### config.mk
export PLATFORM = sky130hd
export DESIGN_NAME = pulse_gen
export DESIGN_NICKNAME = d
export VERILOG_FILES = /design/src/rtl/pulse_gen_pkg.sv /design/src/rtl/pulse_gen_counter.sv /design/src/rtl/pulse_gen.sv
export SDC_FILE = /design/constraint.sdc
export NUM_CORES = 1
export LEC_CHECK = 0
export ABC_AREA = 1
export BUFFER_PORTS_ARGS = -buffer_cell sky130_fd_sc_hd__buf_2
export CAP_MARGIN = 25
export CORE_AREA = 2 2 176 178
export DETAILED_ROUTE_END_ITERATION = 8
export DIE_AREA = 0 0 178 180
export PLACE_DENSITY = 0.59
export SLEW_MARGIN = 40
export SYNTH_ARGS = -nofsm -noshare
export SYNTH_HDL_FRONTEND = slang
export SYNTH_SLANG_ARGS = --single-unit
export TNS_END_PERCENT = 1
### constraint.sdc
create_clock -name clk_clk -period 3.1 [get_ports clk_clk]
set_input_delay 0.465 -clock clk_clk [delete_from_list [all_inputs] [get_ports clk_clk]]
set_output_delay 0.465 -clock clk_clk [all_outputs]
set_load 0.02 [all_outputs]
### src/rtl/pulse_gen_pkg.sv
// Shared types and defaults for the pulse generator.
package pulse_gen_pkg;

  // Default operand / counter width.
  localparam int unsigned PG_CNT_W = 32;

  // Pulse generator phases.
  typedef enum logic [1:0] {
    ST_IDLE  = 2'd0,
    ST_DELAY = 2'd1,
    ST_HIGH  = 2'd2,
    ST_LOW   = 2'd3
  } pg_state_e;

endpackage

### src/rtl/pulse_gen_counter.sv
// Loadable down-counter shared by the DELAY, HIGH and LOW phases.
// Loaded with N-1 on phase entry; tc is high when the count reaches zero.
module pulse_gen_counter
  import pulse_gen_pkg::*;
#(
  parameter int unsigned CNT_W = PG_CNT_W
) (
  input  logic             clk,
  input  logic             rst,
  input  logic             load,
  input  logic [CNT_W-1:0] load_val,
  input  logic             en,
  output logic             tc
);

  logic [CNT_W-1:0] cnt_q;

  // Load has priority over decrement; the count parks at zero instead of wrapping.
  always_ff @(posedge clk) begin
    if (rst) begin
      cnt_q <= '0;
    end else if (load) begin
      cnt_q <= load_val;
    end else if (en && (cnt_q != '0)) begin
      cnt_q <= cnt_q - CNT_W'(1);
    end
  end

  assign tc = (cnt_q == '0);

endmodule

### src/rtl/pulse_gen.sv
// Programmable pulse train generator: delay, width and period are latched
// on a rising edge of pulse_start and the train runs while pulse_start stays high.
module pulse_gen
  import pulse_gen_pkg::*;
#(
  parameter int unsigned CNT_W = PG_CNT_W
) (
  input  logic             clk_clk,
  input  logic             reset_reset,
  input  logic             pulse_start,
  input  logic [CNT_W-1:0] pulse_delay,
  input  logic [CNT_W-1:0] pulse_width,
  input  logic [CNT_W-1:0] pulse_repetition,
  output logic             pulse_out,
  output logic             busy,
  output logic [CNT_W-1:0] pulse_count,
  output logic             cfg_error
);

  pg_state_e        state_q;
  pg_state_e        state_d;

  logic             start_q;
  // Set once pulse_start has been seen low since reset, so a level held
  // high through reset release is not mistaken for a rising edge.
  logic             armed_q;
  logic             trigger;

  logic [CNT_W-1:0] width_q;
  logic [CNT_W-1:0] rep_q;
  logic             rep_bad;

  logic             run_start;
  logic             enter_high;
  logic             cfg_err_d;

  logic             cnt_load;
  logic [CNT_W-1:0] cnt_load_val;
  logic             cnt_en;
  logic             cnt_tc;

  assign trigger = pulse_start && !start_q && armed_q;
  assign rep_bad = (pulse_repetition != '0) && (pulse_repetition <= pulse_width);

  pulse_gen_counter #(
    .CNT_W (CNT_W)
  ) u_counter (
    .clk      (clk_clk),
    .rst      (reset_reset),
    .load     (cnt_load),
    .load_val (cnt_load_val),
    .en       (cnt_en),
    .tc       (cnt_tc)
  );

  // Next-state decode and phase-counter control.
  always_comb begin
    state_d      = state_q;
    run_start    = 1'b0;
    enter_high   = 1'b0;
    cfg_err_d    = 1'b0;
    cnt_load     = 1'b0;
    cnt_load_val = '0;
    cnt_en       = 1'b0;

    unique case (state_q)
      ST_IDLE: begin
        if (trigger) begin
          if (pulse_width == '0) begin
            cfg_err_d = 1'b1;
          end else begin
            run_start = 1'b1;
            cfg_err_d = rep_bad;
            cnt_load  = 1'b1;
            if (pulse_delay == '0) begin
              state_d      = ST_HIGH;
              enter_high   = 1'b1;
              cnt_load_val = pulse_width - CNT_W'(1);
            end else begin
              state_d      = ST_DELAY;
              cnt_load_val = pulse_delay - CNT_W'(1);
            end
          end
        end
      end

      ST_DELAY, ST_LOW: begin
        // Abort wins over the terminal count: no pulse after a drop.
        if (!pulse_start) begin
          state_d = ST_IDLE;
        end else if (cnt_tc) begin
          state_d      = ST_HIGH;
          enter_high   = 1'b1;
          cnt_load     = 1'b1;
          cnt_load_val = width_q - CNT_W'(1);
        end else begin
          cnt_en = 1'b1;
        end
      end

      ST_HIGH: begin
        // pulse_start is only looked at here, so a pulse is never cut short.
        if (cnt_tc) begin
          if ((rep_q == '0) || !pulse_start) begin
            state_d = ST_IDLE;
          end else begin
            state_d      = ST_LOW;
            cnt_load     = 1'b1;
            cnt_load_val = rep_q - width_q - CNT_W'(1);
          end
        end else begin
          cnt_en = 1'b1;
        end
      end

      default: state_d = ST_IDLE;
    endcase
  end

  // State, latched configuration and registered outputs.
  always_ff @(posedge clk_clk) begin
    if (reset_reset) begin
      state_q     <= ST_IDLE;
      start_q     <= 1'b0;
      armed_q     <= 1'b0;
      width_q     <= '0;
      rep_q       <= '0;
      pulse_out   <= 1'b0;
      busy        <= 1'b0;
      pulse_count <= '0;
      cfg_error   <= 1'b0;
    end else begin
      state_q   <= state_d;
      start_q   <= pulse_start;
      armed_q   <= armed_q || !pulse_start;
      pulse_out <= (state_d == ST_HIGH);
      busy      <= (state_d != ST_IDLE);
      cfg_error <= cfg_err_d;

      if (run_start) begin
        width_q <= pulse_width;
        // An unusable period degrades the run to a single shot.
        rep_q   <= rep_bad ? '0 : pulse_repetition;
      end

      if (run_start) begin
        pulse_count <= enter_high ? CNT_W'(1) : '0;
      end else if (enter_high && (pulse_count != '1)) begin
        pulse_count <= pulse_count + CNT_W'(1);
      end
    end
  end

endmodule

==> results.cfg <==
[place]
port-buffer-count = 133
gp_congestion = 0.978
dpl.hpwl_um = 36800

[detailed_routing]
totalWireLength_um = 45000
wl_per_cell_um = 18.0
firstDrtPassIters = 6
vias = 13500
drt_iter0_drc = 1104
drt.antenna.violating_nets = 0
via_per_inst = 5.42
drc = 0

[synthesis]
synth.area.top_cells = dfxtp_1 (23%), nand2_1 (13%), inv_1 (7.8%)
synthXorXnorAreaFrac_pct = 5.24
ys_seq_area_share_pct = 22.8
synth_nets = 2099
ys_types = 60
synth_seq_cells = 135
synth-main-ff-cell = dfxtp_1
synth-compound-area-share_pct = 17.6
synthCells = 1932
ys_warn_count = 0
avgSynthCellArea_um2 = 6.14
synthArstFlopShare_pct = 0
muxShareOfSynthArea_pct = 0
synth_top_area_share_pct = 22.8
syn_area_um2 = 11900
synth_top_family_by_area = simple AND/OR/NAND/NOR gates
synth-simple-area-share_pct = 37.0
synth_edf_count = 0
synth-adder-area-share_pct = 7.23
synth.largest_area_cell = dfxtp_1

[global_routing]
grt_pass1_vias = 12600
antenna_found_initial = 0
grt_pass1_wl_um = 69600
grt_max_degree = 64
grt_overflow = 0
grt_usage_pct = 28.0

[setup_path]
cp-start-kind = register
cp_data_required_time_ns = 3.44
critical_path_arrival_ns = 3.27
critPathBufInv = 4
endpoint_kind = register
cp_max_fo = 5
crit_slowest_cell = dfxtp_1
slowest_delay_ns = 0.38
path_cells = inv_1, ha_1, a21oi_1, o21ai_0, a21oi_1, o21ai_0, buf_4, a21oi_1, o21ai_0, or2_2, nand3_1, nand2_1, inv_1, nand3_1, nand2_1, inv_1
crit_cells = 16
crit_family = compound AO/OA/AOI/OAI gates
worst-setup-path-type = register to register
reg2regPathDepth = 16

[sta]
worst_slew_pin_slew_ns = 0.605
clock_skew_ns = 0.00972
maxSlewHeadroom_pct = 59.7
fin_crit_sh_pct = 94.7
min_period_ns = 2.94
tns_ns = 0
final_max_slew_viol_count = 0
hold_viol_final = 0
final-setup-viol-count = 0
rsz0062_at_grt = false
max_freq_mhz = 341

[clocking]
clkSinkCount = 135
clk_pin_slew_ns = 0.06
tritoncts = done
clockBufferDepth = 2
cts_root_buffer = clkbuf_16
clock_latency_ns = 0.44
htree_levels = 4
cts_buffers = 17

[floorplan]
start_util_pct = 39.3
dieArea_um2 = 32000
die_h_um = 180
die_x_um = 178
core-area_um2 = 30200
io_pins = 134
num_rows = 64

[pwr]
vdd_drop_max_mv = 0.281
p_per_area_nw_per_um2 = 427
leakagePower_nw = 6.64

[layout]
layout-drive-gt1-share_pct = 14.1
fin_util_pct = 46.0
area_growth_pct = 17.0
final_cell_mix = nand2_1 (411), inv_1 (245), nor2_1 (240)
diodes = 0
layout_commonest_cell = nand2_1
nNetsFinal = 2254

[flow_run]
maxCapViolCount = 0

[worst_hold_path]
hold_depth = 2
holdCritPathClass = input pin to register

[status]
status = complete, no violations
metal layers:
layer / share of wire [%] / vias to the layer above / global-route usage (%)
met2: 44 / 444 / 44.3
met4: 2.4 / 0 / 7.77
met1: 46 / 6290 / 38.8
met3: 7.1 / 64 / 4.84
li1: - / 6724 / -
met5: 0 / - / 0
report_power, final:
| part | switching (mW) | internal [mW] |
|---|---|---|
| Combinational | 1.17 | 0.610 |
| Sequential | 0.0833 | 1.81 |
| Clock | 0.811 | 1.45 |
cells by family after synthesis:
logic type      Yosys count
xor+xnor                 71
fa+ha+maj                68
buf+inv                 307
flops                   135
compound gates          381
simple gates            970
through the flow:
stage / instances / hold slack, ns / power, mW / area (um^2) / worst slack (ns)
3_3_place_gp: 2463 / 0.450 / 3.65 / 13200 / 0.0258
5_1_grt: 2495 / 0.335 / 6.23 / 13900 / 0.0129
4_1_cts: 2494 / 0.326 / 5.91 / 13900 / 0.203
2_1_floorplan: 1932 / 0.432 / 3.09 / 11900 / 0.534
6_report: 2495 / 0.325 / 5.93 / 13900 / 0.164
3_5_place_dp: 2463 / 0.459 / 3.66 / 13200 / 0.0122
registers in the layout, summed over array words and instances (netlist names):
| signal | cells |
|---|---|
| pulse_out | 1 |
| u_counter.cnt_q | 32 |
| state_q | 2 |
| cfg_error | 1 |
| busy | 1 |
| start_q | 1 |
| width_q | 32 |
| armed_q | 1 |
| rep_q | 32 |
| pulse_count | 32 |
worst paths after layout:
path	slack [ns]	endpoint	startpoint
max reg2reg	0.16	u_counter.cnt_q[26]	width_q[13]
min	0.33	armed_q	pulse_start
max	0.16	u_counter.cnt_q[26]	width_q[13]
min reg2reg	0.46	armed_q	armed_q
synthesized netlist by cell type, types with 2 or more instances:
cell type and n:
a211oi_1 5, a21boi_0 2, a21o_1 7, a21oi_1 180, a31oi_1 10, and3_1 2, buf_1 9, buf_2 6
buf_4 4, clkbuf_1 28, dfxtp_1 135, ha_1 67, inv_1 246, inv_2 11, nand2_1 411, nand2_2 12
nand2_4 5, nand3_1 115, nand3_2 5, nand3b_1 9, nand4_1 52, nor2_1 242, nor2_2 14, nor2_4 4
nor2_8 2, nor3_1 47, nor3_2 4, nor3_4 2, nor4_1 29, o211ai_1 3, o21a_1 5, o21ai_0 122
o21ai_1 12, o21ai_2 3, o21bai_1 5, o221a_2 3, o221ai_1 7, o22ai_1 6, o31ai_1 4, or2_2 8
xnor2_1 18, xor2_1 53
area by class of cell:
| class | count | area, um^2 |
|---|---|---|
| fillers | 3239 | 16300 |
| multi-input cells | 1490 | 7990 |
| flip-flops and latches | 135 | 2700 |
| repair buffers | 185 | 1090 |
| inverters | 258 | 968 |
| clock buffers | 23 | 498 |
| well taps | 396 | 495 |
| clock inverters | 8 | 143 |
worst reg2reg max path, cell delays in order (launching register included):
cell and delay (ns):
dfxtp_1 0.38, inv_1 0.10, ha_1 0.36, a21oi_1 0.32, o21ai_0 0.15, a21oi_1 0.13
o21ai_0 0.11, buf_4 0.18, a21oi_1 0.24, o21ai_0 0.18, or2_2 0.30, nand3_1 0.09
nand2_1 0.06, inv_1 0.08, nand3_1 0.08, nand2_1 0.06, inv_1 0.04
what timing repair did:
| action | CTS | global route |
|---|---|---|
| hold buffers | 0 | 0 |
| setup buffers | 0 | 1 |
| resized for setup | 0 | 3 |
| endpoints found under the setup margin | 0 | 3 |
Power figures use the tool's default switching activity.
